File: src/rtl/i2c_slave_ctrl.sv
// I2C slave protocol controller: pin synchronisation, START/STOP detection,
// 7-bit address match, write/read byte sequencing with SCL stretching.
module i2c_slave_ctrl #(
    parameter logic [6:0] SLV_ADDR    = 7'h42,
    parameter int         SYNC_STAGES = 2
) (
    input  logic       clk,
    input  logic       rst,
    input  logic       scl_i,
    input  logic       sda_i,
    output logic       scl_oe,
    output logic       sda_oe,
    output logic [7:0] rx_data,
    output logic       rx_valid,
    input  logic       rx_ready,
    input  logic [7:0] tx_data,
    input  logic       tx_valid,
    output logic       tx_ready,
    output logic       busy,
    output logic       xfer_rw,
    output logic       start_det,
    output logic       stop_det,
    output logic       nack_det
);

    typedef enum logic [3:0] {
        IDLE     = 4'd0,
        ADDR     = 4'd1,
        ADDR_ACK = 4'd2,
        WR_DATA  = 4'd3,
        WR_ACK   = 4'd4,
        RD_LOAD  = 4'd5,
        RD_DATA  = 4'd6,
        RD_ACK   = 4'd7,
        IGNORE   = 4'd8
    } state_t;

    state_t state_r, state_s;

    logic [SYNC_STAGES-1:0] scl_sync_r, sda_sync_r;
    logic scl_hist_r, sda_hist_r;
    logic scl_cur_s, sda_cur_s, scl_rise_s, scl_fall_s, start_c_s, stop_c_s;

    logic [7:0] shift_r, shift_s;
    logic [2:0] cnt_r, cnt_s;
    logic full_r, full_s, ack_ok_r, ack_ok_s, rd_nack_r, rd_nack_s;

    logic       sda_oe_s, scl_oe_s, rx_valid_s, tx_ready_s, busy_s, xfer_rw_s;
    logic       start_det_s, stop_det_s, nack_det_s;
    logic [7:0] rx_data_s;

    assign scl_cur_s  = scl_sync_r[SYNC_STAGES-1];
    assign sda_cur_s  = sda_sync_r[SYNC_STAGES-1];
    assign scl_rise_s = scl_cur_s & ~scl_hist_r;
    assign scl_fall_s = ~scl_cur_s & scl_hist_r;
    assign start_c_s  = scl_cur_s & scl_hist_r & sda_hist_r & ~sda_cur_s;
    assign stop_c_s   = scl_cur_s & scl_hist_r & ~sda_hist_r & sda_cur_s;

    // Pin synchronisers plus one history flop; idle bus level is high.
    always_ff @(posedge clk) begin
        if (rst) begin
            scl_sync_r <= {SYNC_STAGES{1'b1}};
            sda_sync_r <= {SYNC_STAGES{1'b1}};
            scl_hist_r <= 1'b1;
            sda_hist_r <= 1'b1;
        end else begin
            scl_sync_r <= {scl_sync_r[SYNC_STAGES-2:0], scl_i};
            sda_sync_r <= {sda_sync_r[SYNC_STAGES-2:0], sda_i};
            scl_hist_r <= scl_cur_s;
            sda_hist_r <= sda_cur_s;
        end
    end

    // Next-state and next-output logic; START/STOP pre-empt every state.
    always_comb begin
        state_s     = state_r;
        shift_s     = shift_r;
        cnt_s       = cnt_r;
        full_s      = full_r;
        ack_ok_s    = ack_ok_r;
        rd_nack_s   = rd_nack_r;
        sda_oe_s    = sda_oe;
        scl_oe_s    = scl_oe;
        rx_data_s   = rx_data;
        busy_s      = busy;
        xfer_rw_s   = xfer_rw;
        rx_valid_s  = 1'b0;
        tx_ready_s  = 1'b0;
        start_det_s = 1'b0;
        stop_det_s  = 1'b0;
        nack_det_s  = 1'b0;
        if (start_c_s) begin
            state_s     = ADDR;
            cnt_s       = 3'd0;
            full_s      = 1'b0;
            sda_oe_s    = 1'b0;
            scl_oe_s    = 1'b0;
            busy_s      = 1'b0;
            start_det_s = 1'b1;
        end else if (stop_c_s) begin
            state_s    = IDLE;
            cnt_s      = 3'd0;
            full_s     = 1'b0;
            sda_oe_s   = 1'b0;
            scl_oe_s   = 1'b0;
            busy_s     = 1'b0;
            stop_det_s = 1'b1;
        end else begin
            case (state_r)
                IDLE, IGNORE: begin
                    sda_oe_s = 1'b0;
                    scl_oe_s = 1'b0;
                end
                // The SCL fall right after START carries no bit, so a byte
                // completes on the first fall after the 8th rise.
                ADDR, WR_DATA: begin
                    sda_oe_s = 1'b0;
                    scl_oe_s = 1'b0;
                    if (scl_rise_s) begin
                        shift_s = {shift_r[6:0], sda_cur_s};
                        cnt_s   = cnt_r + 3'd1;
                        full_s  = (cnt_r == 3'd7);
                    end else if (scl_fall_s && full_r) begin
                        full_s = 1'b0;
                        if (state_r == ADDR) begin
                            if (shift_r[7:1] == SLV_ADDR) begin
                                state_s   = ADDR_ACK;
                                xfer_rw_s = shift_r[0];
                                busy_s    = 1'b1;
                                sda_oe_s  = 1'b1;
                            end else begin
                                state_s = IGNORE;
                            end
                        end else begin
                            state_s    = WR_ACK;
                            ack_ok_s   = rx_ready;
                            sda_oe_s   = rx_ready;
                            rx_valid_s = rx_ready;
                            if (rx_ready) begin
                                rx_data_s = shift_r;
                            end else begin
                                rx_data_s = rx_data;
                            end
                        end
                    end else begin
                        full_s = full_r;
                    end
                end
                ADDR_ACK: begin
                    if (scl_fall_s) begin
                        sda_oe_s = 1'b0;
                        if (xfer_rw) begin
                            state_s  = RD_LOAD;
                            scl_oe_s = 1'b1;
                        end else begin
                            state_s = WR_DATA;
                        end
                    end else begin
                        state_s = ADDR_ACK;
                    end
                end
                WR_ACK: begin
                    if (scl_fall_s) begin
                        sda_oe_s = 1'b0;
                        state_s  = ack_ok_r ? WR_DATA : IGNORE;
                    end else begin
                        state_s = WR_ACK;
                    end
                end
                // SCL stays held through the load cycle so the first data bit
                // is on SDA one cycle before SCL is released.
                RD_LOAD: begin
                    scl_oe_s = 1'b1;
                    if (tx_valid) begin
                        tx_ready_s = 1'b1;
                        shift_s    = tx_data;
                        sda_oe_s   = ~tx_data[7];
                        cnt_s      = 3'd0;
                        state_s    = RD_DATA;
                    end else begin
                        state_s = RD_LOAD;
                    end
                end
                RD_DATA: begin
                    scl_oe_s = 1'b0;
                    if (scl_fall_s) begin
                        shift_s = {shift_r[6:0], 1'b0};
                        cnt_s   = cnt_r + 3'd1;
                        if (cnt_r == 3'd7) begin
                            sda_oe_s = 1'b0;
                            state_s  = RD_ACK;
                        end else begin
                            sda_oe_s = ~shift_r[6];
                        end
                    end else begin
                        state_s = RD_DATA;
                    end
                end
                RD_ACK: begin
                    sda_oe_s = 1'b0;
                    scl_oe_s = 1'b0;
                    if (scl_rise_s) begin
                        rd_nack_s = sda_cur_s;
                    end else if (scl_fall_s) begin
                        if (rd_nack_r) begin
                            nack_det_s = 1'b1;
                            state_s    = IGNORE;
                        end else begin
                            scl_oe_s = 1'b1;
                            state_s  = RD_LOAD;
                        end
                    end else begin
                        rd_nack_s = rd_nack_r;
                    end
                end
                default: begin
                    state_s  = IDLE;
                    sda_oe_s = 1'b0;
                    scl_oe_s = 1'b0;
                end
            endcase
        end
    end

    // State, datapath and registered outputs.
    always_ff @(posedge clk) begin
        if (rst) begin
            state_r   <= IDLE;
            shift_r   <= 8'h00;
            cnt_r     <= 3'd0;
            full_r    <= 1'b0;
            ack_ok_r  <= 1'b0;
            rd_nack_r <= 1'b0;
            sda_oe    <= 1'b0;
            scl_oe    <= 1'b0;
            rx_data   <= 8'h00;
            rx_valid  <= 1'b0;
            tx_ready  <= 1'b0;
            busy      <= 1'b0;
            xfer_rw   <= 1'b0;
            start_det <= 1'b0;
            stop_det  <= 1'b0;
            nack_det  <= 1'b0;
        end else begin
            state_r   <= state_s;
            shift_r   <= shift_s;
            cnt_r     <= cnt_s;
            full_r    <= full_s;
            ack_ok_r  <= ack_ok_s;
            rd_nack_r <= rd_nack_s;
            sda_oe    <= sda_oe_s;
            scl_oe    <= scl_oe_s;
            rx_data   <= rx_data_s;
            rx_valid  <= rx_valid_s;
            tx_ready  <= tx_ready_s;
            busy      <= busy_s;
            xfer_rw   <= xfer_rw_s;
            start_det <= start_det_s;
            stop_det  <= stop_det_s;
            nack_det  <= nack_det_s;
        end
    end

endmodule
File: config.mk
export PLATFORM = sky130hd
export DESIGN_NAME = i2c_slave_ctrl
export DESIGN_NICKNAME = d
export VERILOG_FILES = /design/src/rtl/i2c_slave_ctrl.sv
export SDC_FILE = /design/constraint.sdc
export NUM_CORES = 1
export LEC_CHECK = 0
export BUFFER_PORTS_ARGS = -buffer_cell sky130_fd_sc_hd__clkbuf_2
export CAP_MARGIN = 10
export CORE_ASPECT_RATIO = 1.1
export CORE_MARGIN = 5
export CORE_UTILIZATION = 40
export CTS_CLUSTER_DIAMETER = 40
export DETAILED_ROUTE_END_ITERATION = 8
export GPL_TIMING_DRIVEN = 0
export REMOVE_ABC_BUFFERS = 1
export SKIP_LAST_GASP = 1
export SYNTH_ARGS = -nofsm -noshare
export SYNTH_HDL_FRONTEND = slang
export SYNTH_SLANG_ARGS = --single-unit
File: constraint.sdc
create_clock -name clk -period 1.8 [get_ports clk]
set_input_delay 0 -clock clk [delete_from_list [all_inputs] [get_ports clk]]
set_output_delay 0 -clock clk [all_outputs]
set_load 0.05 [all_outputs]
==> results.tsv, run 1 <==
stage	metric	value	unit
sta	setup_viol	0	
cells_and_area	nNetsFinal	295	
detailed_routing	dr.pass1.iters	4	
die	core-area	5030	sq um
synth	yosys.area.top_type_share	0.395	
clock_tree	cts_buffers	5	
placement	io_buffer_count	30	
critical_path	r2r_slack	0.8	ps
synth	synth-edff-count	0	
sta	rsz0062_at_grt	yes	
critical_path	critical_path_class	reg -> reg	
critical_path	cp-start-kind	register	
outcome	status	complete, no violations	
die	io_pins	31	
pwr	vdd_ir_drop_max	0.582	mV
sta	max_freq	0.556	GHz
pwr	p_leak	1.02	nW
detailed_routing	wl_per_cell	16.7	um
cells_and_area	areaGrowthSynthToFinish	26.3	%
clock_tree	tritoncts	built	
synth	async_flop_share	0	
pwr	p_int	1.29	mW
synth	synthFlopType	dfxtp_1	
clock_tree	cts.sinks	41	
cells_and_area	num_antenna_cells	0	
sta	fin_skew	9.08	ps
placement	gp_congestion	0.936	
grt	grt_pass1_vias	1657	
sta	hold_viol	0	
pwr	combPwrFrac	0.130	
sta	slew_headroom	0.589	
grt	track_usage	0.152	
placement	dp.cells	303	
detailed_routing	drc	0	
synth	syn_inst	235	
critical_path	path_max_fanout	14	
placement	placed_area	2190	sq um
sta	post-route-min-period	1800	ps
synth	synth_area_per_cell	8.85	sq um
sta	slew_viol_final	0	
cells_and_area	multi_input_area	1240	sq um
cells_and_area	fin_cells	338	
placement	dp_hpwl	3.19	mm
synth	netlist_area	2080	sq um
pwr	pwr-share-seq	0.536	
grt	grt_max_degree	31	
die	start_util	0.413	
detailed_routing	antenna_left	0	
grt	grt_pass1_wl	8.18	mm
grt	overflow	0	
synth	synthTopCellsByCount	41 x dfxtp_1, 28 x nor2_1, 22 x a21oi_1	
pwr	power.net_switching	0.487	mW
pwr	pwr-share-clk	0.334	
clock_tree	clock_path_buffers	2	
synth	synth_most_common_cell	dfxtp_1	
hold_path	min_path_type	in -> reg	
clock_tree	clk_latency	290	ps
clock_tree	cts_root_buf	clkbuf_8	
detailed_routing	first_iter_violations	279	
sta	fin_crit_sh	1.00	
pwr	p_sw_frac	0.275	
die	dieArea	6740	sq um
synth	synth-seq-cells	41	
synth	synth_largest_area_cell	dfxtp_1	
critical_path	end_kind	register	
detailed_routing	vias	1976	
cells_and_area	layout-drive-gt1-share	0.350	
die	die_h	85.6	um
critical_path	critPathRequiredTime	1970	ps
cells_and_area	fin_area	2630	sq um
synth	ys_seq_area_frac	0.395	
detailed_routing	routed_via_density	5.85	
detailed_routing	wirelength	5.63	mm
synth	ys_warn_count	0	
sta	tightest_slew	616	ps
die	rows	27	
clock_tree	clk_pin_slew	80	ps
synth	ys_types	50	
critical_path	cp.arrival	1970	ps
cells_and_area	seqCellArea	843	sq um
pwr	p_per_area	675	nW/um^2
die	die_w	78.7	um
grt	antenna_found_initial	0	
cells_and_area	utilization	0.522	
synth	yosys-top-cells-area	dfxtp_1 39%, mux2i_1 10%, a21oi_1 5.3%, nor2_1 5.1%, a311oi_1 2.9%	
run	cap_violations	0	
clock_tree	htreeDepth	2	
cells_and_area	fill_cells	472	
[cell type report]
class / instances / area share
clock buffer: 7 / 0.0291
clock inverter: 1 / 0.00286
inverter: 6 / 0.00858
multi-input combinational: 169 / 0.474
sequential: 41 / 0.321
tap: 58 / 0.0276
timing repair buffer: 56 / 0.137
[kinds of logic after synthesis]
group / Yosys count / share of synthesized area
AND/OR/NAND/NOR: 86 / 0.217
AO/OA/AOI/OAI: 59 / 0.212
flip-flops: 41 / 0.395
buffers and inverters: 26 / 0.0638
multiplexers: 21 / 0.101
adder cells (fa/ha/maj): 2 / 0.0120
[through the flow]
stage                     hold WS, ps  setup slack (ps)  setup TNS (ps)  power (mW)
final                            43.2             0.788               0        1.77
after global routing             48.7             -43.1            -249        1.85
after CTS                        39.6            0.0850               0        1.75
after detailed placement          184              -914          -17730        1.14
after global placement            184              -896          -17930        1.14
after floorplan                  67.9              -344           -4400        1.08
[path summary, 6_finish.rpt]
kind                                                from                  endpoint  cells past startpoint
worst max-delay path             state_r[3]$_SDFFE_PP0P_   state_r[1]$_SDFFE_PP0P_                      5
worst min-delay path                            tx_valid       tx_ready$_SDFF_PP0_                      3
worst max register to register   state_r[3]$_SDFFE_PP0P_   state_r[1]$_SDFFE_PP0P_                      5
worst min register to register  sda_sync_r[0]$_SDFF_PP1_  sda_sync_r[1]$_SDFF_PP1_                      1
[registers in the layout, indices dropped and copies added (netlist names), 2 cells and up]
signal      flops
cnt_r           3
rx_data         8
scl_sync_r      2
sda_sync_r      2
shift_r         8
state_r         4
[timing repair]
item	in CTS	in global routing
hold endpoints to repair	2	0
endpoints found under the setup margin	33	25
setup buffers	5	19
resized for setup	26	10
pin swaps	2	6
hold buffers	2	0
cloned	0	1
[power by group through the flow]
stage	Combinational (mW)	Clock [mW]	Sequential (mW)
6_report	0.231	0.592	0.950
5_1_grt	0.250	0.653	0.951
4_1_cts	0.182	0.608	0.961
3_5_place_dp	0.159	0	0.982
3_3_place_gp	0.160	0	0.983
2_1_floorplan	0.105	0	0.972
[layout by cell type, fill, tap and decap left out, types with 2 or more instances in the layout]
cell | synthesis | final
o22ai_1 | 2 | 2
nand2b_1 | 9 | 7
nor4b_2 | 0 | 2
a311oi_1 | 7 | 6
dfxtp_2 | 0 | 3
nor3_1 | 8 | 8
inv_1 | 6 | 6
o21ai_0 | 3 | 3
o31ai_1 | 2 | 2
clkbuf_2 | 0 | 31
mux2i_1 | 21 | 21
nor2_2 | 2 | 2
a311oi_2 | 4 | 4
or3_4 | 0 | 2
a32oi_1 | 2 | 2
ha_4 | 0 | 2
nand2_1 | 10 | 9
nor2_1 | 28 | 28
nand3_1 | 6 | 6
dfxtp_4 | 0 | 5
clkbuf_8 | 0 | 5
dlygate4sd3_1 | 0 | 2
dfxtp_1 | 41 | 33
nor4_1 | 2 | 2
nor2b_1 | 5 | 4
a21oi_1 | 22 | 22
or2_2 | 6 | 6
clkbuf_1 | 5 | 2
buf_4 | 1 | 21
[critical path, stage by stage (launching register included)]
cell	delay (ps)
dfxtp_2	570
nor3b_1	180
a32o_2	330
a311oi_4	310
mux2i_1	220
nor2_1	60
[routing by layer]
metal  part of all wire  vias up  global-route usage
li1                   -      953                   -
met5                  0        -                   0
met4              0.012        0              0.0620
met2               0.49       81               0.234
met1               0.43      932               0.205
met3              0.066       10              0.0315
Power figures use the tool's default switching activity.
==> run 2: changes to the inputs <==
- SKIP_CTS_REPAIR_TIMING: unset -> 1
- clock period: 1.8 -> 2.34 ns (I/O delays scaled with it)
==> results.tsv, run 2 (same netlist as run 1, synthesis figures left out) <==
stage	metric	value	unit
outcome	status	complete, no violations	
placement	dp.cells	303	
cells_and_area	fill_cells	502	
cells_and_area	layout_common_cells	38 x dfxtp_1, 30 x clkbuf_2, 28 x nor2_1	
sta	fin_crit_sh	0.913	
cells_and_area	nNetsFinal	273	
die	rows	27	
sta	tns	0	ps
die	start_util	0.413	
grt	grt_pass1_wl	8.00	mm
sta	hold_viol	0	
sta	rsz0062_at_grt	no	
cells_and_area	reg.largest.list	rx_data x8, shift_r x8, state_r x4	
cells_and_area	layout_commonest_cell	dfxtp_1	
placement	dpl_worst_slack	-374	ps
critical_path	cp-start-kind	register	
grt	grt_max_degree	31	
detailed_routing	dr.pass1.iters	4	
clock_tree	tritoncts	built	
placement	io_buffer_count	30	
critical_path	r2r_slack	200	ps
pwr	combPwrFrac	0.099	
detailed_routing	wl_met1	2.23	mm
sta	worst_slack	204	ps
grt	antenna_found_initial	0	
detailed_routing	wirelength	4.93	mm
die	die_w	78.7	um
sta	setup_viol	0	
pwr	p_sw_frac	0.270	
detailed_routing	drc	0	
sta	holdWs	40.4	ps
pwr	pwr-share-seq	0.557	
cells_and_area	fin_cells	316	
detailed_routing	top_layer	met4	
critical_path	cp.arrival	2340	ps
cells_and_area	utilization	0.467	
clock_tree	clk_pin_slew	80	ps
critical_path	critical_path_class	reg -> reg	
pwr	p_per_area	567	nW/um^2
clock_tree	cts_buffers	5	
sta	fin_skew	10.6	ps
detailed_routing	antenna_left	0	
critical_path	path_max_fanout	18	
placement	gp_congestion	0.936	
pwr	p_int	0.972	mW
die	dieArea	6740	sq um
grt	track_usage	0.148	
detailed_routing	wl_met2	2.24	mm
cells_and_area	num_antenna_cells	0	
detailed_routing	routed_via_density	5.69	
clock_tree	clock_path_buffers	2	
critical_path	r2r_cells	6	
pwr	pwr-share-clk	0.344	
detailed_routing	first_iter_violations	148	
grt	grt_pass1_vias	1629	
cells_and_area	areaGrowthSynthToFinish	12.9	%
hold_path	min_path_type	in -> reg	
placement	dp_hpwl	3.19	mm
cells_and_area	layout-drive-gt1-share	0.229	
detailed_routing	vias	1798	
die	core-area	5030	sq um
critical_path	critPathRequiredTime	2540	ps
sta	slew_viol_final	0	
die	io_pins	31	
clock_tree	cts.sinks	41	
grt	overflow	0	
die	die_h	85.6	um
clock_tree	htreeDepth	2	
hold_path	hold_path_depth	3	
clock_tree	cts_root_buf	clkbuf_8	
run	cap_violations	0	
pwr	vdd_ir_drop_max	0.448	mV
sta	tightest_slew	684	ps
clock_tree	clk_latency	290	ps
sta	slew_headroom	0.537	
sta	max_freq	0.468	GHz
pwr	power.net_switching	0.360	mW
pwr	p_leak	0.893	nW
detailed_routing	wl_per_cell	15.6	um
sta	post-route-min-period	2140	ps
critical_path	end_kind	register	
detailed_routing	wl_met3	322	um
run 2: cell types whose count changed in the layout (fill, tap and decap cells not counted), sizes merged:
cell and delta:
buf -19, clkbuf -2, or3 -1
run 2: path summary, 6_finish.rpt:
path	end	start
worst min register to register	sda_sync_r[1]$_SDFF_PP1_	sda_sync_r[0]$_SDFF_PP1_
worst max register to register	shift_r[3]$_SDFFE_PP0P_	scl_hist_r$_SDFF_PP1_
worst min-delay path	tx_ready$_SDFF_PP0_	tx_valid
worst max-delay path	shift_r[3]$_SDFFE_PP0P_	scl_hist_r$_SDFF_PP1_
run 2: power by group through the flow:
stage | clock network, mW | logic, mW | registers, mW
floorplan | 0 | 0.0811 | 0.748
global placement | 0 | 0.123 | 0.756
detailed placement | 0 | 0.123 | 0.756
CTS | 0.468 | 0.123 | 0.739
global route | 0.503 | 0.145 | 0.745
finish | 0.459 | 0.131 | 0.742
run 2: per-stage QoR:
stage / area [sq um] / total power [mW]
detailed placement: 2190 / 0.878
global route: 2350 / 1.39
CTS: 2280 / 1.33
finish: 2350 / 1.33
global placement: 2190 / 0.879
floorplan: 1970 / 0.829
run 2: layout make-up:
class	count	area (sq um)	area share
Clock buffer	7	76.3	0.0325
Timing Repair Buffer	35	205	0.0874
Tap cell	58	72.6	0.0309
Sequential cell	41	825	0.351
Clock inverter	1	7.51	0.00320
Inverter	6	22.5	0.00959
Multi-Input combinational cell	168	1140	0.485
run 2: metal layers:
layer,track usage,vias to the layer above
li1,-,897
met1,0.195,824
met2,0.231,66
met3,0.0336,11
met4,0.0636,0
met5,0,-
run 2: critical path, cell delays in order, from the launching register on:
cell and delay, ps:
dfxtp_1 590, nand2b_1 320, o32a_1 460, o21ai_4 180
buf_12 170, a21oi_1 80, a311oi_2 240
